$ cat src/rtl/fetch_unit.sv
// Instruction fetch stage: owns the PC, drives a 1-cycle registered prom, buffers results in a 2-entry FIFO.
// Optional FETCH_PERF_CNT_EN adds perf_fetched / perf_stall counters.
module fetch_unit #(
    parameter int unsigned             ADDR_W   = 16,
    parameter int unsigned             INSTR_W  = 32,
    parameter logic [ADDR_W-1:0]       RESET_PC = '0
) (
    input  logic                clk,
    input  logic                rst,
    output logic [ADDR_W-1:0]   prom_addr,
    input  logic [INSTR_W-1:0]  prom_data,
    input  logic                redirect_valid,
    input  logic [ADDR_W-1:0]   redirect_pc,
    input  logic                halt,
    output logic                out_valid,
    input  logic                out_ready,
    output logic [INSTR_W-1:0]  out_instr,
    output logic [ADDR_W-1:0]   out_pc,
    output logic                halted
`ifdef FETCH_PERF_CNT_EN
    ,
    output logic [31:0]         perf_fetched,
    output logic [31:0]         perf_stall
`endif
);

    typedef enum logic {
        FETCH = 1'b0,
        HALT  = 1'b1
    } state_t;

    state_t             state, state_next;
    logic [ADDR_W-1:0]  pc;
    logic [ADDR_W-1:0]  inflight_pc;
    logic               inflight;
    logic [INSTR_W-1:0] fifo_instr [2];
    logic [ADDR_W-1:0]  fifo_pc    [2];
    logic               rd_ptr;
    logic               wr_ptr;
    logic [1:0]         count;
    logic               push;
    logic               pop;
    logic               issue;

    assign prom_addr = pc;
    assign out_valid = (count != 2'd0);
    assign out_instr = fifo_instr[rd_ptr];
    assign out_pc    = fifo_pc[rd_ptr];
    assign halted    = (state == HALT);
    assign wr_ptr    = rd_ptr ^ count[0];

    // count + inflight never exceeds 2, so a response always finds a free slot.
    always_comb begin
        state_next = state;
        pop        = out_valid && out_ready;
        push       = inflight && !redirect_valid;
        issue      = (state == FETCH) && !halt && !redirect_valid &&
                     ((({1'b0, count} + {2'b00, inflight}) < 3'd2) || pop);
        case (state)
            FETCH:   if (halt) state_next = HALT;
            HALT:    if (redirect_valid && !halt) state_next = FETCH;
            default: state_next = FETCH;
        endcase
    end

    always_ff @(posedge clk or posedge rst) begin
        if (rst) begin
            state       <= FETCH;
            pc          <= RESET_PC;
            inflight    <= 1'b0;
            inflight_pc <= '0;
            rd_ptr      <= 1'b0;
            count       <= 2'd0;
            for (int unsigned i = 0; i < 2; i++) begin
                fifo_instr[i] <= '0;
                fifo_pc[i]    <= '0;
            end
        end else begin
            state <= state_next;
            if (redirect_valid) begin
                pc       <= redirect_pc;
                inflight <= 1'b0;
                rd_ptr   <= 1'b0;
                count    <= 2'd0;
            end else begin
                inflight <= issue;
                if (issue) begin
                    pc          <= pc + {{(ADDR_W-1){1'b0}}, 1'b1};
                    inflight_pc <= pc;
                end
                if (push) begin
                    fifo_instr[wr_ptr] <= prom_data;
                    fifo_pc[wr_ptr]    <= inflight_pc;
                end
                if (pop) rd_ptr <= ~rd_ptr;
                count <= count + {1'b0, push} - {1'b0, pop};
            end
        end
    end

`ifdef FETCH_PERF_CNT_EN
    always_ff @(posedge clk or posedge rst) begin
        if (rst) begin
            perf_fetched <= '0;
            perf_stall   <= '0;
        end else begin
            if (out_valid && out_ready)  perf_fetched <= perf_fetched + 32'd1;
            if (out_valid && !out_ready) perf_stall   <= perf_stall + 32'd1;
        end
    end
`endif

endmodule

$ cat config.mk
export PLATFORM = sky130hd
export DESIGN_NAME = fetch_unit
export DESIGN_NICKNAME = d
export VERILOG_FILES = /design/src/rtl/fetch_unit.sv
export SDC_FILE = /design/constraint.sdc
export NUM_CORES = 1
export LEC_CHECK = 0
export BUFFER_PORTS_ARGS = -buffer_cell sky130_fd_sc_hd__buf_2
export CAP_MARGIN = 10
export CORE_MARGIN = 4
export CORE_UTILIZATION = 30
export CTS_CLUSTER_SIZE = 28
export DETAILED_ROUTE_END_ITERATION = 8
export PLACE_DENSITY = 0.48
export SETUP_SLACK_MARGIN = 0.3
export SYNTH_ARGS = -nofsm -noshare
export SYNTH_HDL_FRONTEND = slang
export SYNTH_SLANG_ARGS = --single-unit
export TNS_END_PERCENT = 1
$ cat constraint.sdc
create_clock -name clk -period 9.3 [get_ports clk]
set_input_delay 1.395 -clock clk [delete_from_list [all_inputs] [get_ports clk]]
set_output_delay 1.395 -clock clk [all_outputs]
set_load 0.03 [all_outputs]
==> key figures <==
Timing
  – Final setup TNS: 0 ps
  – Share of the clock period used by the worst path after layout: 0.384
  – Crit path time final: 3570 ps
  – Timing-limited maximum frequency: 0.280 GHz
  – Hold violation count in the final report: 0
  – Clock skew: 6.70 ps
  – Fin. max-slew vios: 0
  – Headroom to the max-slew limit: 0.387
  – Final count of negative-setup-slack endpoints: 0
  – Unrepaired setup endpoints after global routing: false
  – Worst slew pin tran: 920 ps

Global routing
  – Via count of the first global-routing pass: 4,038
  – Largest net degree at the start of global routing: 68
  – Residual overflow from global routing: 0
  – Global-route wire length before repair: 21,200 µm
  – Overall global routing resource usage: 0.122
  – Met1 usage: 0.164
  – Met3 routing resource usage after global routing: 0.0377
  – GR Util met2: 0.188
  – Global route hottest layer: met2
  – Antenna violations before repair: 0

Floorplan
  – Overall die width: 149 µm
  – Number of placement rows: 51
  – Num ports: 119
  – Initial core utilization: 0.305
  – Die height: 149 µm
  – Die Area: 22,100 µm²
  – Core footprint: 19,500 µm²

Drt
  – Wire length per cell: 15.9 µm
  – Iteration-0 DRC Markers: 124
  – Post-detailed-route DRC marker count: 0
  – Via count normalized by instance count: 4.69
  – Post-detailed-route count of antenna-violating nets: 0
  – DRT Pass-1 Iters: 4
  – Drt total wl: 13,000 µm
  – Vias post-DR: 3,833

CTS
  – Number of gates resized after cts: 0
  – Number of post-CTS setup repair buffers: 0
  – Number of buffers between clock root and the deepest sink: 2
  – Clock sink count: 133
  – H-Tree Level Count: 4
  – CTS Root Buffer Type: clkbuf_16
  – Clock transition at the registers of the reported paths: 60 ps
  – Hold bufs inserted after CTS: 0
  – Number of clock buffers inserted by TritonCTS: 17
  – Clk_lat worst skew: 420 ps
  – TritonCTS clock tree: built

Synthesis
  – Cell type with the highest aggregate area in the netlist: dfrtp_1
  – Total of flip-flops plus latches after synthesis: 133
  – Sequential share of the synthesized area: 0.560
  – Top cell type's share of synthesized area: 0.560
  – Per-instance average area after synthesis: 14.1 µm²
  – Cell area after technology mapping: 5940 µm²
  – Top_reg_cell synth: dfrtp_1
  – Post-synthesis net count: 478
  – Post-synth EDFFs: 0
  – Mapped Cells: 423
  – Yosys synthesis warning count: 0
  – Top cells by area in the synthesized netlist: dfrtp_1 (56%), mux2_1 (16%), mux2_2 (15%)
  – Count of distinct cell types in the synthesized netlist: 41
  – Share of synthesized flip-flops with an asynchronous set or reset: 1.00

Place
  – Dpl hpwl: 8570 µm
  – Number of input and output port buffers inserted: 118
  – Post-placement cell count: 787
  – Last weighted congestion value of the routability-driven placer: 0.745
  – Placed standard-cell area: 6780 µm²

Run status
  – Status: complete, no violations

Pwr
  – Share of power burned in the clock network: 0.309
  – Maximum vdd drop: 0.131 mV
  – PD cells: 281 nW/µm²
  – Sequential group share of total power: 0.403
  – Total power: 2.06 mW
  – Net switching component of the power: 680 µW
  – Combinational Power Share: 0.289
  – Standby leakage power: 3.46 nW
  – Switching part of the total power: 0.330
  – Power Internal: 1.38 mW

Cells and area
  – Non-Filler Instances: 818
  – Finished Cell Area: 7340 µm²
  – Layout cells sized above 1: 0.427
  – Total Nets Final: 596
  – ANT cells: 0
  – Area delta synth->final: 23.5%

Hold path
  – Number of stages on the worst hold path: 1
  – Worst hold-check path type: flop to flop

Worst setup path
  – Crit path kind: flop to output port
  – Slack of the worst reg-to-reg path: 7160 ps
  – Depth of the worst register-to-register path: 4
  – Startpoint of the most critical register-to-register path: halted
  – Ordered cell list for the critical path: buf_4 -> mux2_2 -> buf_2
  – Maximum fanout count along the critical path: 35
  – Total stage count of the critical path: 3
  – Critical Path End: out_pc[14]
  – Capture point of the worst reg-to-reg path: inflight_pc[12]
  – Critical path data required time: 7910 ps
  – CP startpoint kind: flop
  – Worst Setup SP: rd_ptr
  – Delay of the slowest cell on the worst path: 610 ps
  – Cell class contributing the biggest share of worst-path delay: buffers and inverters
  – Total buffers and inverters traversed by the critical path: 2
  – Highest-delay cell along the critical path: dfrtp_2
  – Critical Path AT: 2170 ps
  – Category of the worst setup path capture point: output port

Job
  – Maximum Capacitance Violations: 0
final cells by class:
type / instances / area [µm²]
fill: 1903 / 12100
clock buffer: 20 / 447
clock inverter: 11 / 110
multi-input combinational: 263 / 2480
sequential: 133 / 3330
tap: 265 / 332
inverter: 4 / 20.0
timing repair buffer: 122 / 621
Yosys cell counts, types with 2 or more instances:
cell type and number:
dfrtp_1 133, mux2_1 83, mux2_2 77, nand2_1 15
buf_2 11, nor2_1 8, nor2b_1 7, xor2_1 7
nand3_1 6, o21ai_0 6, or4_1 6, a31oi_1 4
clkbuf_1 4, o211ai_1 4, o21ai_1 4, a22oi_1 3
buf_1 3, buf_6 3, inv_1 3, nand2b_1 3
o31ai_1 3, and3_1 2, and4_1 2, buf_4 2
ha_1 2, mux2i_1 2, nand4_1 2, nor4_1 2
nor4bb_1 2, o31a_1 2, xnor2_1 2
layout by cell type, fill, tap and decap left out, types with 3 or more instances in the layout:
master     Yosys  final
buf_4          2      4
buf_2         11    118
a22oi_1        3      3
o211ai_1       4      4
clkbuf_16      0     17
nor2_1         8      8
o21ai_0        6      6
nand2b_1       3      3
nand2_1       15     14
or4_1          6      6
mux2_2        77     77
mux2_1        83     83
clkinv_2       0      7
nor2b_1        7      6
nand3_1        6      6
a31oi_1        4      4
dfrtp_1      133    132
o31ai_1        3      3
o21ai_1        4      4
xor2_1         7      7
per-layer routing:
metal	routed length, µm	vias to the layer above	share of wire
met5	0	-	0
met4	158	0	0.012
met3	694	13	0.053
met2	6000	108	0.46
met1	6170	1940	0.47
li1	-	1772	-
state kept, by name (all words and copies together), names as in the netlist:
name and cells:
rd_ptr 1, count 2, fifo_pc 32, fifo_instr 64
inflight_pc 16, halted 1, prom_addr 16, inflight 1
stage by stage:
stage / util / hold WS (ps) / setup slack [ps]
after global routing: 0.377 / 487 / 5610
after detailed placement: 0.348 / 471 / 5940
final: 0.377 / 479 / 5730
after floorplan: - / 452 / 4350
after CTS: 0.377 / 484 / 5650
after global placement: 0.348 / 461 / 5930
cells by family after synthesis:
| family | count (synthesis) | share of synthesized area |
|---|---|---|
| AOI/OAI and AO/OA | 32 | 0.0383 |
| xor gates and xnor gates | 9 | 0.0133 |
| adders and majority gates | 2 | 0.00421 |
| buffers and inverters | 27 | 0.0244 |
| DFF | 133 | 0.560 |
| muxes | 162 | 0.307 |
| and+or+nand+nor | 58 | 0.0533 |
power groups by stage:
stage | Combinational, mW | Clock (mW) | Sequential, mW
6_report | 0.595 | 0.636 | 0.830
2_1_floorplan | 0.442 | 0 | 0.824
5_1_grt | 0.644 | 0.683 | 0.854
4_1_cts | 0.608 | 0.658 | 0.833
3_5_place_dp | 0.605 | 0 | 0.843
3_3_place_gp | 0.597 | 0 | 0.832
how the worst min path moves through the flow:
stage / slack (ps) / end / start
after global placement: 460 / fifo_pc[7] / fifo_pc[7]
after floorplan: 450 / fifo_instr[0] / fifo_instr[0]
after detailed placement: 470 / fifo_pc[13] / fifo_pc[13]
after global routing: 490 / fifo_instr[0] / fifo_instr[0]
after CTS: 480 / fifo_pc[13] / fifo_pc[13]
final: 480 / fifo_instr[6] / fifo_instr[6]
Note: power is estimated with default switching activity, not from simulation.
